`src/rtl/motor_pkg.sv`:
```
// Shared widths and per-side status encoding for the motor PWM decoder.
package motor_pkg;
  localparam int CMD_W = 11;
  localparam int MAG_W = 10;

  typedef enum logic [1:0] {ST_OK, ST_BRAKE, ST_IDLE, ST_FAULT} mot_stat_t;
endpackage

```
`src/rtl/pwm_side_decode.sv`:
```
// One motor side: fwd/rev high-time counters over a frame and the
// signed-magnitude decode registered at frame end.
module pwm_side_decode
  import motor_pkg::*;
#(
  parameter int PERIOD_BITS = MAG_W
) (
  input  logic                 clk,
  input  logic                 rst_n,
  input  logic                 fwd_i,
  input  logic                 rev_i,
  input  logic                 frame_end_i,
  output logic [PERIOD_BITS:0] cmd_o,
  output logic [1:0]           stat_o
);

  localparam int CW = PERIOD_BITS + 1;
  localparam logic [CW-1:0] FULL = CW'(1) << PERIOD_BITS;

  logic [CW-1:0] hf_q, hr_q;
  logic [CW-1:0] hf_tot, hr_tot;
  logic [CW-1:0] cmd_q, cmd_d;
  mot_stat_t     stat_q, stat_d;

  // The frame-end sample is part of the frame, so decode on the totals.
  assign hf_tot = hf_q + CW'(fwd_i);
  assign hr_tot = hr_q + CW'(rev_i);

  function automatic logic [PERIOD_BITS-1:0] sat_mag(input logic [CW-1:0] v);
    return v[PERIOD_BITS] ? '1 : v[PERIOD_BITS-1:0];
  endfunction

  always_comb begin
    cmd_d  = cmd_q;
    stat_d = ST_FAULT;
    if (hf_tot == FULL && hr_tot == FULL) begin
      cmd_d  = '0;
      stat_d = ST_BRAKE;
    end else if (hf_tot == '0 && hr_tot == '0) begin
      cmd_d  = '0;
      stat_d = ST_IDLE;
    end else if (hr_tot == '0) begin
      cmd_d  = {1'b0, sat_mag(hf_tot)};
      stat_d = ST_OK;
    end else if (hf_tot == '0) begin
      cmd_d  = {1'b1, sat_mag(hr_tot)};
      stat_d = ST_OK;
    end
  end

  always_ff @(posedge clk or negedge rst_n) begin
    if (!rst_n) begin
      hf_q   <= '0;
      hr_q   <= '0;
      cmd_q  <= '0;
      stat_q <= ST_OK;
    end else if (frame_end_i) begin
      hf_q   <= '0;
      hr_q   <= '0;
      cmd_q  <= cmd_d;
      stat_q <= stat_d;
    end else begin
      hf_q   <= hf_tot;
      hr_q   <= hr_tot;
    end
  end

  assign cmd_o  = cmd_q;
  assign stat_o = stat_q;

endmodule

```
`src/rtl/motor_pwm_decode.sv`:
```
// Motor H-bridge pin monitor: recovers lft/rht signed-magnitude commands per
// 2^PERIOD_BITS frame. Define MOTOR_DEC_SYNC_EN to add 2-flop pin synchronizers.
module motor_pwm_decode
  import motor_pkg::*;
#(
  parameter int PERIOD_BITS = MAG_W
) (
  input  logic                 clk,
  input  logic                 rst_n,
  input  logic                 fwd_lft,
  input  logic                 rev_lft,
  input  logic                 fwd_rht,
  input  logic                 rev_rht,
  output logic [PERIOD_BITS:0] lft,
  output logic [PERIOD_BITS:0] rht,
  output logic [1:0]           lft_stat,
  output logic [1:0]           rht_stat,
  output logic                 vld
);

  logic [3:0]             pins_raw, pins;
  logic [PERIOD_BITS-1:0] frm_cnt_q;
  logic                   frame_end;
  logic                   vld_q;

  assign pins_raw = {rev_rht, fwd_rht, rev_lft, fwd_lft};

`ifdef MOTOR_DEC_SYNC_EN
  logic [3:0] sync1_q, sync2_q;

  always_ff @(posedge clk or negedge rst_n) begin
    if (!rst_n) begin
      sync1_q <= '0;
      sync2_q <= '0;
    end else begin
      sync1_q <= pins_raw;
      sync2_q <= sync1_q;
    end
  end

  assign pins = sync2_q;
`else
  assign pins = pins_raw;
`endif

  assign frame_end = &frm_cnt_q;

  always_ff @(posedge clk or negedge rst_n) begin
    if (!rst_n) begin
      frm_cnt_q <= '0;
      vld_q     <= 1'b0;
    end else begin
      frm_cnt_q <= frm_cnt_q + 1'b1;
      vld_q     <= frame_end;
    end
  end

  pwm_side_decode #(.PERIOD_BITS(PERIOD_BITS)) u_lft (
    .clk         (clk),
    .rst_n       (rst_n),
    .fwd_i       (pins[0]),
    .rev_i       (pins[1]),
    .frame_end_i (frame_end),
    .cmd_o       (lft),
    .stat_o      (lft_stat)
  );

  pwm_side_decode #(.PERIOD_BITS(PERIOD_BITS)) u_rht (
    .clk         (clk),
    .rst_n       (rst_n),
    .fwd_i       (pins[2]),
    .rev_i       (pins[3]),
    .frame_end_i (frame_end),
    .cmd_o       (rht),
    .stat_o      (rht_stat)
  );

  assign vld = vld_q;

endmodule

```
`config.mk`:
```
export PLATFORM = sky130hd
export DESIGN_NAME = motor_pwm_decode
export DESIGN_NICKNAME = d
export VERILOG_FILES = /design/src/rtl/motor_pkg.sv /design/src/rtl/pwm_side_decode.sv /design/src/rtl/motor_pwm_decode.sv
export SDC_FILE = /design/constraint.sdc
export NUM_CORES = 1
export LEC_CHECK = 0
export CAP_MARGIN = 5
export CELL_PAD_IN_SITES_DETAIL_PLACEMENT = 1
export CELL_PAD_IN_SITES_GLOBAL_PLACEMENT = 1
export CORE_ASPECT_RATIO = 1.25
export CORE_MARGIN = 5
export CORE_UTILIZATION = 30
export CTS_BUF_LIST = sky130_fd_sc_hd__clkbuf_4 sky130_fd_sc_hd__clkbuf_8 sky130_fd_sc_hd__clkbuf_16
export DETAILED_ROUTE_END_ITERATION = 10
export GPL_TIMING_DRIVEN = 0
export PLACE_DENSITY = 0.62
export SYNTH_ARGS = -nofsm -noshare
export SYNTH_HDL_FRONTEND = slang
export SYNTH_SLANG_ARGS = --single-unit
```
`constraint.sdc`:
```
create_clock -name clk -period 3.68 [get_ports clk]
set_input_delay 0.736 -clock clk [delete_from_list [all_inputs] [get_ports clk]]
set_output_delay 0.736 -clock clk [all_outputs]
set_load 0.1 [all_outputs]
```
==> impl_results.md, run 1 <==
* P_leak at 2.15 nW
* DR vias at 3171
* Nets at between 400 and 500
* Setup TNS at 0 ps
* Status: finished clean
* Syn_area_per_cell at roughly 10 um2
* Worst skew pair latency at between 300 and 400 ps
* Clock root buffer: clkbuf_16
* Main combinational cell family by area after synthesis: simple AND/OR/NAND/NOR gates
* Final ANT Viol Nets at 0
* Fmax achieved at approximately 0.28 GHz
* Placer's final routability congestion estimate at 0.809
* Synth Area in XOR/XNOR at a little under a tenth
* Mean routed wirelength per cell at between 15 and 20 um
* Area grow syn2layout at 21.0%
* Post-synthesis compound-gate area fraction at between 10% and 20%
* Clock Tree Buf Depth at 2
* Most frequent cells in the layout: dfrtp_1, nor2_1, clkdlybuf4s50_1, xnor2_1, nand2_1
* Cell Pwr Density at a little under 600 nW/um2
* Placed cell areas at ~4700 um2
* Post-synth EDFFs at 0
* Relative slew margins at between 30% and 40%
* Grt total ovfl at 0
* CP Class: in -> reg
* Worst Path Required at ~4000 ps
* Core footprint at between 10000 and 15000 um2
* Crit. End Element: flop
* Max cap viols at 0
* Number of buffers created by CTS at 9
* Final clock skew at 4.27 ps
* Initial antenna violation count at 0
* Post-DP HPWL at 7950 um
* Hold WS at about 370 ps
* Worst-path clk slew at 60 ps
* Syn nets at between 400 and 500
* Synth Area in Simple Gates at between 20 and 25%
* Adder-cell area share of the yosys netlist at just under 4%
* Seq/Total Area, Yosys at between 40 and 50%
* DP Cell Count at approximately 620
* GRT Total Usage at between 10% and 20%
* Die height at roughly 140 um
* CP Data Arrival Time at 3740 ps
* Place WS at -293 ps
* IO Count at 33
* Min-Delay Path Class: in -> async
* DIE AREA at roughly 16000 um2
* Yosys warns at 0
* # fillers at roughly 1600
* Fin area at 5010 um2
* Vias in the first global route at around 3400
* Initial Utilization at a little under a third
* Pwr Total at 2.97 mW
* Commonest non-fill, non-tap cell in the layout: dfrtp_1
* IO buf count at 32
* DRC viols at 0
* Async SR Flop Fraction at 100%
* Synth unique cells at between 50 and 60
* First-pass GRT wire length at 17700 um
* Critical path launch point type: input port
* Post-synthesis cell count at 411
* Avg Vias per Cell at about 5.0
* Post-Syn Area at about 4100 um2
* Clk sinks at 81
* Fin. max-slew vios at 0
* Largest net degree at the start of global routing at 44
* Final critical-path share of the clock period at a little over nine tenths
* Final setup vio count at 0
* Final WL at around 11000 um
* 1st-iter DRT viols at about 120
* Setup ws final at 170 ps
* Die width at about 120 um
* RSZ-0062 raised after global routing: false
* Layout cells sized above 1 at between 9 and 10%
* Critical-path maximum fanout at 10
* CTS tree: done
* Post-layout min period at around 3500 ps
* Hold Vio Cnt, Final at 0
* CTS H-Tree Depth at 3
* Worst Tran Pin Value at 996 ps
* Layout Utilization at a little over a third
* Top FF cell, synth: dfrtp_1
* # rows at between 40 and 50
* Non-Filler Instances at roughly 640
* DRT Pass-1 Iters at 4
* Peak VDD IR at between 0.0002 and 0.0003 V
* Mux cell area share after synthesis at 0%
* Register bit total from synthesis at 81
* Ant diodes at 0
-- report_power, final --
group	switching, mW	internal (mW)
Sequential	0.162	1.04
Clock	0.378	0.540
Combinational	0.511	0.331
-- synthesized netlist by cell type (all sizes together), types with 2 or more instances --
| library cell | number | area share [%] |
|---|---|---|
| or2 | 3 | 0.51 |
| a22oi | 16 | 3.0 |
| a21oi | 2 | 0.24 |
| nand3 | 24 | 3.3 |
| nor4 | 4 | 0.60 |
| inv | 17 | 1.5 |
| nor2 | 68 | 6.2 |
| a32o | 4 | 0.97 |
| or4 | 2 | 0.36 |
| a31oi | 2 | 0.30 |
| o21ai | 9 | 1.2 |
| xnor2 | 26 | 5.5 |
| clkbuf | 6 | 0.54 |
| nand2b | 2 | 0.30 |
| and2 | 7 | 1.1 |
| buf | 9 | 1.5 |
| a211o | 2 | 0.42 |
| ha | 13 | 3.9 |
| nor3 | 11 | 1.3 |
| a22o | 18 | 3.8 |
| nor2b | 6 | 0.91 |
| o21a | 6 | 1.1 |
| dfrtp | 81 | 49 |
| a211oi | 4 | 0.85 |
| xor2 | 17 | 3.6 |
| nand4 | 6 | 0.91 |
| nand2 | 23 | 2.1 |
| or3 | 8 | 1.3 |
| and4 | 2 | 0.42 |
-- critical path, stage by stage --
cell and delay, ps:
clkdlybuf4s50_1 460, ha_1 200, ha_2 270, nand2_1 120, or3_1 380, a311oi_1 260, and4b_1 330, and2_1 150
buf_4 130, ha_1 140, nor2_1 50, o21a_1 100, buf_4 180, a32o_1 220
-- flip-flops by register name, summed over array words and instances (netlist names) --
register / count
frm_cnt_q: 10
u_lft.cmd_o: 11
u_lft.hf_q: 11
u_lft.hr_q: 11
u_lft.stat_o: 2
u_rht.cmd_o: 11
u_rht.hf_q: 11
u_rht.hr_q: 11
u_rht.stat_o: 2
vld: 1
-- area by class of cell --
| type | count | area (um2) | area share (%) |
|---|---|---|---|
| inverter | 17 | 63.8 | 1.27 |
| buffer | 15 | 85.1 | 1.70 |
| multi-input combinational | 298 | 1980 | 39.4 |
| clock buffer | 11 | 240 | 4.79 |
| sequential | 81 | 2030 | 40.4 |
| tap | 175 | 219 | 4.37 |
| clock inverter | 5 | 56.3 | 1.12 |
| timing repair buffer | 33 | 345 | 6.89 |
-- worst paths after layout --
kind | end | start | cells past startpoint | slack (ps)
worst max-delay path | u_lft.cmd_o[1] | fwd_lft | 14 | 170
worst min-delay path | frm_cnt_q[1] | rst_n | 1 | 370
worst max register to register | u_rht.cmd_o[9] | u_rht.hf_q[0] | 13 | 680
worst min register to register | frm_cnt_q[0] | frm_cnt_q[0] | 1 | 480
max in group asynchronous | u_lft.hf_q[7] | rst_n | 2 | 2700
min in group clk | frm_cnt_q[0] | frm_cnt_q[0] | 1 | 480
-- kinds of logic (layout without fill, tap and decap cells) --
kind of cell,count (synthesis),in the layout
and+or+nand+nor,169,169
DFF,81,81
AOI/OAI and AO/OA,73,73
xor gates and xnor gates,43,43
buffers and inverters,32,81
adders and majority gates,13,13
-- layer usage --
metal  share of wire, %  track usage, %  wire length (um)
met1                 42            16.2              4540
met4                1.7            4.82               182
met5                  0               0                 0
met2                 53            25.3              5730
met3                2.6            3.07               282
-- timing repair --
item,4_1_cts,5_1_grt
endpoints found under the setup margin,0,10
gates resized for setup,0,2
hold buffers,0,0
setup buffers,0,0
(Power assumes the default switching activity.)
==> inputs of run 2 (changes only) <==
--- a/config.mk
+++ b/config.mk
@@ -5,6 +5,7 @@
 export SDC_FILE = /design/constraint.sdc
 export NUM_CORES = 1
 export LEC_CHECK = 0
+export ABC_AREA = 1
 export CAP_MARGIN = 5
 export CELL_PAD_IN_SITES_DETAIL_PLACEMENT = 1
 export CELL_PAD_IN_SITES_GLOBAL_PLACEMENT = 1
@@ -14,7 +15,8 @@
 export CTS_BUF_LIST = sky130_fd_sc_hd__clkbuf_4 sky130_fd_sc_hd__clkbuf_8 sky130_fd_sc_hd__clkbuf_16
 export DETAILED_ROUTE_END_ITERATION = 10
 export GPL_TIMING_DRIVEN = 0
-export PLACE_DENSITY = 0.62
+export PLACE_DENSITY = 0.65
+export SLEW_MARGIN = 20
 export SYNTH_ARGS = -nofsm -noshare
 export SYNTH_HDL_FRONTEND = slang
 export SYNTH_SLANG_ARGS = --single-unit
==> impl_results.md, run 2 <==
* Final critical-path share of the clock period at 86.4%
* Final WL at between 10000 and 15000 um
* GRT Total Usage at between 15 and 20%
* Critical-path maximum fanout at 10
* Top-area cell type share of the netlist area at between 40% and 50%
* Status: finished clean
* Synth top cells by count: nand2_1, nor2_1, inv_1
* Slowest stage cell, crit path: clkdlybuf4s50_1
* Post-CTS sizing at 0
* Setup Buffers After CTS at 0
* Post-layout min period at approximately 3200 ps
* Final setup vio count at 0
* DIE AREA at 18900 um2
* CTS H-Tree Depth at 3
* Worst Path Required at just under 4000 ps
* Number of buffers created by CTS at 9
* IO Count at 33
* First-pass GRT wire length at 22900 um
* Worst-path clk slew at 70 ps
* Final ANT Viol Nets at 0
* Post-Syn Area at between 4000 and 5000 um2
* CTS Hold Bufs at 0
* Top FF cell, synth: dfrtp_1
* Nets at 760
* Launch point of the worst reg-to-reg path: u_rht.hr_q[0]
* Hold Vio Cnt, Final at 0
* Post-synth EDFFs at 0
* Area leader, netlist: dfrtp_1
* Placer's final routability congestion estimate at ~0.86
* Largest stage delay, worst path at around 460 ps
* Multi-input gate area at 2390 um2
* Layout cells sized above 1 at approximately 9%
* Async SR Flop Fraction at 100%
* R2r setup slk at 1030 ps
* Mean routed wirelength per cell at 14.0 um
* Worst skew pair latency at around 340 ps
* Relative slew margins at approximately a third
* Synth unique cells at 29
* Syn_area_per_cell at between 6 and 7 um2
* Fin. max-slew vios at 0
* Crit. End Element: flop
* DR vias at 4388
* Clock Tree Buf Depth at 2
* Vias in the first global route at between 4000 and 5000
* Seq. cell area at 2030 um2
* RSZ-0062 raised after global routing: false
* Fmax achieved at 0.315 GHz
* Critical path launch point type: input port
* # fillers at about 2000
* CTS tree: done
* Peak VDD IR at 0.000274 V
* CP Class: in -> reg
* Area grow syn2layout at 19.4%
* P_leak at about 3 nW
* Setup TNS at 0 ps
* Top post-synthesis cells by area: dfrtp_1, nand2_1, nor2_1, nand3_1, inv_1
* Syn nets at between 700 and 800
* CP Data Arrival Time at around 3500 ps
* Reg2reg end: u_rht.cmd_o[5]
* Grt total ovfl at 0
* CP Buf/Inv Count at 4
* Commonest non-fill, non-tap cell in the layout: nand2_1
* Register bit total from synthesis at just over 80
* Seq/Total Area, Yosys at between 40% and 50%
* Most frequent cells in the layout: nand2_1, nor2_1, inv_1, dfrtp_1, nand3_1
* Die height at around 150 um
* DRC viols at 0
* Die width at ~120 um
* DRT Pass-1 Iters at 4
* Yosys warns at 0
* # rows at 52
* Post-DP HPWL at between 10000 and 15000 um
* Initial antenna violation count at 0
* Clock root buffer: clkbuf_16
* Pwr Total at 3.14 mW
* Avg Vias per Cell at between 4 and 5
* Core footprint at 16100 um2
* R2R cell count at 18
* Clk sinks at 81
* Max cap viols at 0
* Ant diodes at 0
* Final clock skew at roughly 8 ps
* Worst Tran Pin Value at about 1000 ps
* Min-Delay Path Class: in -> async
* Count leader, synth: nand2_1
* Cell Chain, Critical Path: clkdlybuf4s50_1 > ha_1 > ha_1 > nand3_2 > nor2_4 > nand2_1 > nand2_1 > nand2_1 > nand2_1 > nor2_4 > nand2_2 > buf_6 > inv_1 > ha_1 > inv_1 > nand2_1 > nor2_1 > nand3_1 > nand2_1
* IO buf count at 32
* CP dominant cell by count: nand2_1
* Initial Utilization at 30.2%
* Largest delay share family, worst path: simple AND/OR/NAND/NOR gates
* Largest net degree at the start of global routing at 47
* Post-synthesis cell count at ~700
* 1st-iter DRT viols at roughly 150
* Cell Pwr Density at 542 nW/um2
[run 2: cell count changes in the layout (fill, tap and decap cells not counted), sizes merged, moves of 6 or more]
cell | previous run | this run
nor2b | 6 | 0
and2 | 7 | 0
a22oi | 16 | 0
a21oi | 2 | 20
nor3 | 11 | 3
xor2 | 17 | 5
or3 | 8 | 0
nand2 | 23 | 243
xnor2 | 26 | 9
inv | 17 | 91
nor2 | 68 | 117
o21a | 6 | 0
nand3 | 24 | 76
a22o | 18 | 0
[run 2: worst max path at each step]
stage                     end  slack [ps]  depth (start not counted)     from
6_report       u_rht.cmd_o[5]         500                         19  rev_rht
5_1_grt        u_rht.cmd_o[5]         170                         19  rev_rht
4_1_cts        u_rht.cmd_o[5]         440                         19  rev_rht
3_5_place_dp   u_rht.cmd_o[5]          70                         19  rev_rht
3_3_place_gp     frm_cnt_q[0]       -1290                          1    rst_n
2_1_floorplan  u_rht.cmd_o[0]        1040                         18  rev_rht
[run 2: cells by family after synthesis]
logic type	after synthesis	synth area share, %
AO/OA/AOI/OAI	32	3.55
XOR/XNOR	14	2.52
adder cells (fa/ha/maj)	13	3.35
buffers and inverters	107	9.16
flip-flops	81	41.7
AND/OR/NAND/NOR	450	39.7
[run 2: per-stage QoR]
step | utilization (%) | cell area, um2 | hold slack (ps) | setup slack (ps) | instances
floorplan | - | 4860 | 423 | 1040 | 697
finish | 36.1 | 5800 | 413 | 502 | 962
global route | 36.1 | 5800 | 461 | 171 | 962
detailed placement | 34.0 | 5470 | 453 | 74.7 | 946
CTS | 36.1 | 5800 | 431 | 442 | 962
global placement | 33.9 | 5450 | 437 | -1290 | 945
[run 2: cell type report]
class                   count  area share (%)
multi-input cells         509            41.2
flip-flops and latches     81            34.9
repair buffers             33            5.82
inverters                  89            5.78
well taps                 216            4.66
clock buffers               9            3.88
plain buffers              18            1.90
clock inverters             7            1.88
[run 2: where the power goes]
group          total (mW)  switching, mW  internal (mW)
Sequential           1.16          0.131           1.03
Clock                1.03          0.418          0.609
Combinational       0.955          0.596          0.359
[run 2: per-layer routing]
| layer | up-vias | share of wire [%] | track usage, % | routed length, um |
|---|---|---|---|---|
| li1 | 2237 | - | - | - |
| met1 | 2088 | 42 | 16.9 | 5660 |
| met2 | 45 | 53 | 28.1 | 7130 |
| met3 | 18 | 3.0 | 3.53 | 401 |
| met4 | 0 | 1.9 | 4.43 | 250 |
| met5 | - | 0 | 0 | 0 |
